**src/rtl/sumador_pkg.sv**
```systemverilog
// Shared encodings for the bit-serial add/subtract controller.
package sumador_pkg;

  localparam logic [1:0] ST_IDLE = 2'd0;
  localparam logic [1:0] ST_RUN  = 2'd1;
  localparam logic [1:0] ST_DONE = 2'd2;

  localparam logic OP_SUMA  = 1'b0;
  localparam logic OP_RESTA = 1'b1;

endpackage

```
**src/rtl/sumador_serie_ctrl_fa.sv**
```systemverilog
// 1-bit full-adder cell shared by the serial datapath.
module sumador_serie_ctrl_fa (
  input  logic a,
  input  logic b,
  input  logic cin,
  output logic s,
  output logic cout
);

  assign s    = a ^ b ^ cin;
  assign cout = (a & b) | (cin & (a ^ b));

endmodule

```
**src/rtl/sumador_serie_ctrl.sv**
```systemverilog
// Bit-serial add/subtract controller: one full-adder cell walked LSB first over WIDTH cycles.
// Optional macro SUMADOR_SAT_EN saturates the final result on signed overflow.
module sumador_serie_ctrl
  import sumador_pkg::*;
#(
  parameter int WIDTH = 8,
  parameter int CNT_W = $clog2(WIDTH)
) (
  input  logic             clk,
  input  logic             rst_n,
  input  logic             start,
  input  logic             op,
  input  logic [WIDTH-1:0] a,
  input  logic [WIDTH-1:0] b,
  output logic             busy,
  output logic             done,
  output logic [WIDTH-1:0] result,
  output logic             carry_out,
  output logic             overflow
);

  logic [1:0]       state_q, state_d;
  logic [WIDTH-1:0] sh_a_q, sh_a_d;
  logic [WIDTH-1:0] sh_b_q, sh_b_d;
  logic [WIDTH-1:0] result_q, result_d;
  logic [CNT_W-1:0] cnt_q, cnt_d;
  logic             carry_q, carry_d;
  logic             carry_out_q, carry_out_d;
  logic             overflow_q, overflow_d;
  logic             fa_s, fa_cout;
  logic             last_bit;

  sumador_serie_ctrl_fa u_fa (
    .a    (sh_a_q[0]),
    .b    (sh_b_q[0]),
    .cin  (carry_q),
    .s    (fa_s),
    .cout (fa_cout)
  );

  assign last_bit = (cnt_q == CNT_W'(WIDTH-1));

  always_comb begin
    state_d     = state_q;
    sh_a_d      = sh_a_q;
    sh_b_d      = sh_b_q;
    result_d    = result_q;
    cnt_d       = cnt_q;
    carry_d     = carry_q;
    carry_out_d = carry_out_q;
    overflow_d  = overflow_q;
    case (state_q)
      ST_IDLE: begin
        if (start) begin
          // Subtraction is a + ~b + 1: the +1 rides in on the carry flop.
          sh_a_d  = a;
          sh_b_d  = (op == OP_RESTA) ? ~b : b;
          carry_d = (op == OP_RESTA);
          cnt_d   = '0;
          state_d = ST_RUN;
        end
      end
      ST_RUN: begin
        sh_a_d   = sh_a_q >> 1;
        sh_b_d   = sh_b_q >> 1;
        carry_d  = fa_cout;
        cnt_d    = cnt_q + CNT_W'(1);
        result_d = {fa_s, result_q[WIDTH-1:1]};
        if (last_bit) begin
          carry_out_d = fa_cout;
          overflow_d  = carry_q ^ fa_cout;
`ifdef SUMADOR_SAT_EN
          // sh_a_q[0] is operand A's sign bit at this point.
          if (carry_q ^ fa_cout)
            result_d = sh_a_q[0] ? {1'b1, {(WIDTH-1){1'b0}}} : {1'b0, {(WIDTH-1){1'b1}}};
`endif
          state_d = ST_DONE;
        end
      end
      ST_DONE: state_d = ST_IDLE;
      default: state_d = ST_IDLE;
    endcase
  end

  always_ff @(posedge clk or negedge rst_n) begin
    if (!rst_n) begin
      state_q     <= ST_IDLE;
      sh_a_q      <= '0;
      sh_b_q      <= '0;
      result_q    <= '0;
      cnt_q       <= '0;
      carry_q     <= 1'b0;
      carry_out_q <= 1'b0;
      overflow_q  <= 1'b0;
    end else begin
      state_q     <= state_d;
      sh_a_q      <= sh_a_d;
      sh_b_q      <= sh_b_d;
      result_q    <= result_d;
      cnt_q       <= cnt_d;
      carry_q     <= carry_d;
      carry_out_q <= carry_out_d;
      overflow_q  <= overflow_d;
    end
  end

  assign busy      = (state_q != ST_IDLE);
  assign done      = (state_q == ST_DONE);
  assign result    = result_q;
  assign carry_out = carry_out_q;
  assign overflow  = overflow_q;

endmodule

```
**config.mk**
```make
export PLATFORM = sky130hd
export DESIGN_NAME = sumador_serie_ctrl
export DESIGN_NICKNAME = d
export VERILOG_FILES = /design/src/rtl/sumador_pkg.sv /design/src/rtl/sumador_serie_ctrl_fa.sv /design/src/rtl/sumador_serie_ctrl.sv
export SDC_FILE = /design/constraint.sdc
export NUM_CORES = 1
export LEC_CHECK = 0
export ABC_AREA = 1
export CAP_MARGIN = 20
export CORE_MARGIN = 3
export CORE_UTILIZATION = 54
export DETAILED_ROUTE_END_ITERATION = 16
export GPL_TIMING_DRIVEN = 0
export PLACE_DENSITY_LB_ADDON = 0.05
export RECOVER_POWER = 100
export REMOVE_ABC_BUFFERS = 1
export SLEW_MARGIN = 20
export SYNTH_ARGS = -nofsm -noshare
export SYNTH_HDL_FRONTEND = slang
export SYNTH_SLANG_ARGS = --single-unit
```
**constraint.sdc**
```tcl
create_clock -name clk -period 3 [get_ports clk]
set_input_delay 0.45 -clock clk [delete_from_list [all_inputs] [get_ports clk]]
set_output_delay 0.45 -clock clk [all_outputs]
set_load 0.05 [all_outputs]
```
# Yosys cells after proc, flatten, opt, wreduce, memory -nomap -nowiden
# Cells that the tools add are included.
[word_totals] regBits=32 out_inout_bits=12 word_cells=39
[op_classes] addsub=1 eq_ne=5 n_mux=12 n_bitwise=7 reduce_logical=6
[ops] cell="$pmux 8 s2" count=2
[ops] cell="$mux 8" count=3
[ops] cell="$not 8->8" count=1
[ops] cell="$pmux 3 s2" count=1
[ops] cell="$reduce_and 2->1" count=3
[ops] cell="$mux 2" count=2
[ops] cell="$ne 2x2->1 const B" count=2
[ops] cell="$pmux 2 s2" count=1
[ops] cell="$reduce_bool 2->1" count=2
[ops] cell="$add 3x1->3 const B" count=1
[ops] cell="$eq 3x3->1 const B" count=1
[ops] cell="$mux 3" count=1
[ops] cell="$xor 1x1->1" count=3
[ops] cell="$and 1x1->1" count=2
[ops] cell="$eq 2x1->1 const B" count=1
[ops] cell="$eq 2x2->1 const B" count=1
[ops] cell="$logic_not 2->1" count=1
[ops] cell="$pmux 1 s2" count=1
[ops] cell="$mux 1" count=1
[ops] cell="$or 1x1->1" count=1

# Depth between registers and ports, before layout
[logic_depth] ltp_word=4 mapped_depth=7

# By module
# From an unflattened synthesis, not the netlist that was laid out.
[unflattened] hier_cells=189 hier_area_um2=1564.0
[modules_own_cells] mod="sumador_serie_ctrl" n_inst=1 cells_per_inst=188 area_per_inst_um2=1544.0 seq_area_each_um2=800.8
[modules_own_cells] mod="sumador_serie_ctrl_fa" n_inst=1 cells_per_inst=1 area_per_inst_um2=20.0 seq_area_each_um2=0.0

# Least setup slack after synthesis
# OpenSTA, ideal clock, no wires.
[synth_timing] path_type="register to output" from="reg state_q[0]" to="out done" t_arrival_ps=1098 t_required_ps=2550 slack_ps=1452 stages_incl_launch_ff=2 path_cell_list="dfrtp_1 -> nor2_1"
[synth_between] elab_chain_cells=1
[synth_lines] item="start, declared" line_no="sumador_serie_ctrl.sv:22" rtl="logic [1:0] state_q, state_d;"
[synth_lines] item="start signal, assigned" line_no="sumador_serie_ctrl.sv:96" rtl="state_q <= state_d;"
[synth_lines] item="$eq 2x2->1" line_no="sumador_serie_ctrl.sv:108" rtl="assign done = (state_q == ST_DONE);"
[synth_lines] item="end, declared" line_no="sumador_serie_ctrl.sv:16" rtl="output logic done,"
# No other way between the ends.

# Final worst setup path
[layout_timing] from="reg state_q[0]" to="out busy"
[layout_between] elab_chain_cells=1
[layout_lines] item="$reduce_bool 2->1" line_no="sumador_serie_ctrl.sv:107" rtl="assign busy = (state_q != ST_IDLE);"
[layout_lines] item="end, declared" line_no="sumador_serie_ctrl.sv:15" rtl="output logic busy,"
# No other way between the ends.

==> metrics.cfg <==
[status]
status=complete, but fails checks
violations=max-capacitance violations, max-slew violations

[timing]
fin_crit_ps=2270
worst_slew_pin_slew_ps=1630
setup-violations-final=0
slew_headroom=-0.0845
rsz0062_at_grt=no
max_clock_freq_mhz=441
whs_ps=481
fin_skew_ps=10.9
final_hold_viol_count=0
period_share=0.755
setup-tns-final_ps=0
drv_slew=33

[worst_setup_path]
rr_worst_depth=5
crit_fanout=5
path_cells=inv_1 > nand2_2 > dlygate4sd3_1
regToRegSetupSlack_ps=1120
cp-startpoint=state_q[0]$_DFFE_PN0P_
r2r_end=result[1]$_DFFE_PN0P_
cp.depth=3
cp-start-kind=flip-flop
crit_path_end_kind=output port
crit_end=busy
critical_path_arrival_ps=1820
critPathBufInv=2
crit_family=buffers and inverters
worstPathRequired_ps=2550
cp_slowest_cell=dlygate4sd3_1
crit_type=flip-flop to output port
cpPeakStageDelay_ps=880
r2r_start=state_q[1]$_DFFE_PN0P_

[power_and_ir_drop]
leakage_nw=0.981
power_density_nw_per_um2=971
peakVddDrop_mv=0.839
total_power_w=0.00185

[route]
drc=0
drtPass1Iterations=4
routed_via_density=5.28
dr.first_iter.drc_count=41
routedWlPerCell_microns=12.0
wl_mm=2.98
num_vias=1315
ant_nets=0

[yosys]
async_flop_share=1.00
synth_top_area_share=0.512
yosys_warnings=0
synthDistinctLibCells=20
ys_seq_area_frac=0.512
ys_ff_latch=32
synthTopCellsByArea=dfrtp_1 51%, nand2_1 16%, nand3_1 14%, inv_1 3.6%, buf_6 2.2%
syn_area_sq_um=1560
synth_ff_type=dfrtp_1
synth_top_area_cell=dfrtp_1
yosys.cell_count.top_type=nand2_1
synth_top_cells_by_count=67 x nand2_1, 43 x nand3_1, 32 x dfrtp_1
synthCells=189
synth_edf_count=0
syn_area_per_cell_sq_um=8.28

[layout]
area_delta_synth_final_pct=21.6
seq_area_sq_um=801
diodes=0
drive_gt1_frac=0.0502
multi_input_area_sq_um=613
final_nets=241
num-fill-cells=219

[global_routing]
grt_pass1_wl_mm=4.84
antenna_found_initial=0
overflow=0
track_usage=0.179
grt_pass1_vias=1178
grt_max_degree=33

[clock_tree]
h-tree-depth=2
cts_root_buf=clkbuf_4
path_clk_slew_ps=110
clkLatencyLatePin_ps=330
numCtsBuffers=5
clock_sinks=32
cts_tree=built
clockBufferDepth=2
post_cts_buffers=0
cts.repair.resized=0
postCtsHoldBufs=0

[placement]
place_hpwl_mm=2.05
place.gp.congestion=0.804
portBuffers=31

[floorplanning]
ios=32
num_rows=18
die_h_microns=59.8
start_util=0.599
dieArea_sq_um=3580
die_width_microns=59.8
fp.coreArea_sq_um=2610

[worst_hold_path]
hold_path.class=flip-flop to flip-flop

[run]
maxCapViolCount=1

## per-stage QoR
step | cell area [sq um] | worst slack [ps] | utilization | cells
floorplan | 1490 | 1450 | - | 180
finish | 1900 | 734 | 0.728 | 249
detailed placement | 1830 | 867 | 0.702 | 241
global route | 1900 | 634 | 0.728 | 249
CTS | 1910 | 732 | 0.732 | 249
global placement | 1840 | 903 | 0.704 | 241
## report_power, final
| part | switching [W] | internal (W) |
|---|---|---|
| registers | 0.000102 | 0.000602 |
| clock network | 0.000152 | 0.000174 |
| logic | 0.000561 | 0.000256 |
| total | 0.000815 | 0.00103 |
## flip-flops by register name, indices dropped and copies added, names as in the netlist
signal and cells:
sh_a_q 8, result 8, sh_b_q 8, carry_out 1
state_q 2, carry_q 1, cnt_q 3, overflow 1
## layout by cell type (no fill, tap or decap)
| cell type | synthesis | routed |
|---|---|---|
| dlygate4sd3_1 | 0 | 13 |
| bufinv_16 | 0 | 1 |
| o22ai_1 | 1 | 1 |
| clkbuf_4 | 0 | 5 |
| nor2_4 | 1 | 1 |
| inv_1 | 15 | 16 |
| nor2_1 | 2 | 3 |
| clkdlybuf4s50_1 | 0 | 17 |
| o21ai_0 | 5 | 8 |
| clkbuf_1 | 0 | 1 |
| nand3_1 | 43 | 43 |
| clkinvlp_4 | 0 | 1 |
| nand2_1 | 67 | 68 |
| fa_1 | 1 | 1 |
| xor2_1 | 2 | 2 |
| inv_4 | 1 | 1 |
| clkinv_2 | 0 | 1 |
| dfrtp_1 | 32 | 32 |
| o21ai_1 | 4 | 1 |
| ha_1 | 2 | 2 |
| nand2_2 | 1 | 1 |
## layout make-up
class / count / area share
Clock inverter: 3 / 0.0224
Tap cell: 30 / 0.0197
Sequential cell: 32 / 0.421
Inverter: 17 / 0.0349
Timing Repair Buffer: 31 / 0.160
Clock buffer: 5 / 0.0197
Multi-Input combinational cell: 131 / 0.322
## worst min-delay path by stage
stage / end / cells after the start / slack [ps] / from
3_3_place_gp: carry_out$_DFFE_PN0P_ / 2 / 450 / carry_out$_DFFE_PN0P_
6_report: carry_out$_DFFE_PN0P_ / 2 / 480 / carry_out$_DFFE_PN0P_
4_1_cts: state_q[0]$_DFFE_PN0P_ / 1 / 170 / rst_n
5_1_grt: sh_a_q[0]$_DFFE_PN0P_ / 2 / 520 / sh_a_q[1]$_DFFE_PN0P_
3_5_place_dp: carry_out$_DFFE_PN0P_ / 2 / 470 / carry_out$_DFFE_PN0P_
2_1_floorplan: carry_out$_DFFE_PN0P_ / 0 / 150 / rst_n
## worst register-to-register path: cells and delay by family (launching register included)
kind                   cells  cell delay [ps]
AND/OR/NAND/NOR            2              680
buffers and inverters      2              610
flip-flops                 1              420
AO/OA/AOI/OAI              1              100
## kinds of logic after synthesis
group | Yosys count | share of synthesized area
AOI/OAI and AO/OA | 10 | 0.0328
xor gates and xnor gates | 2 | 0.0112
adders and majority gates | 3 | 0.0288
buffers and inverters | 26 | 0.0896
DFF | 32 | 0.512
and+or+nand+nor | 116 | 0.326
## metal layers
layer,share of wire,track usage,vias up
li1,-,-,662
met1,0.43,0.217,609
met2,0.50,0.293,40
met3,0.065,0.0497,4
met4,0.0077,0.0823,0
met5,0,0,-
No activity file was read; power rests on OpenSTA's default activity.
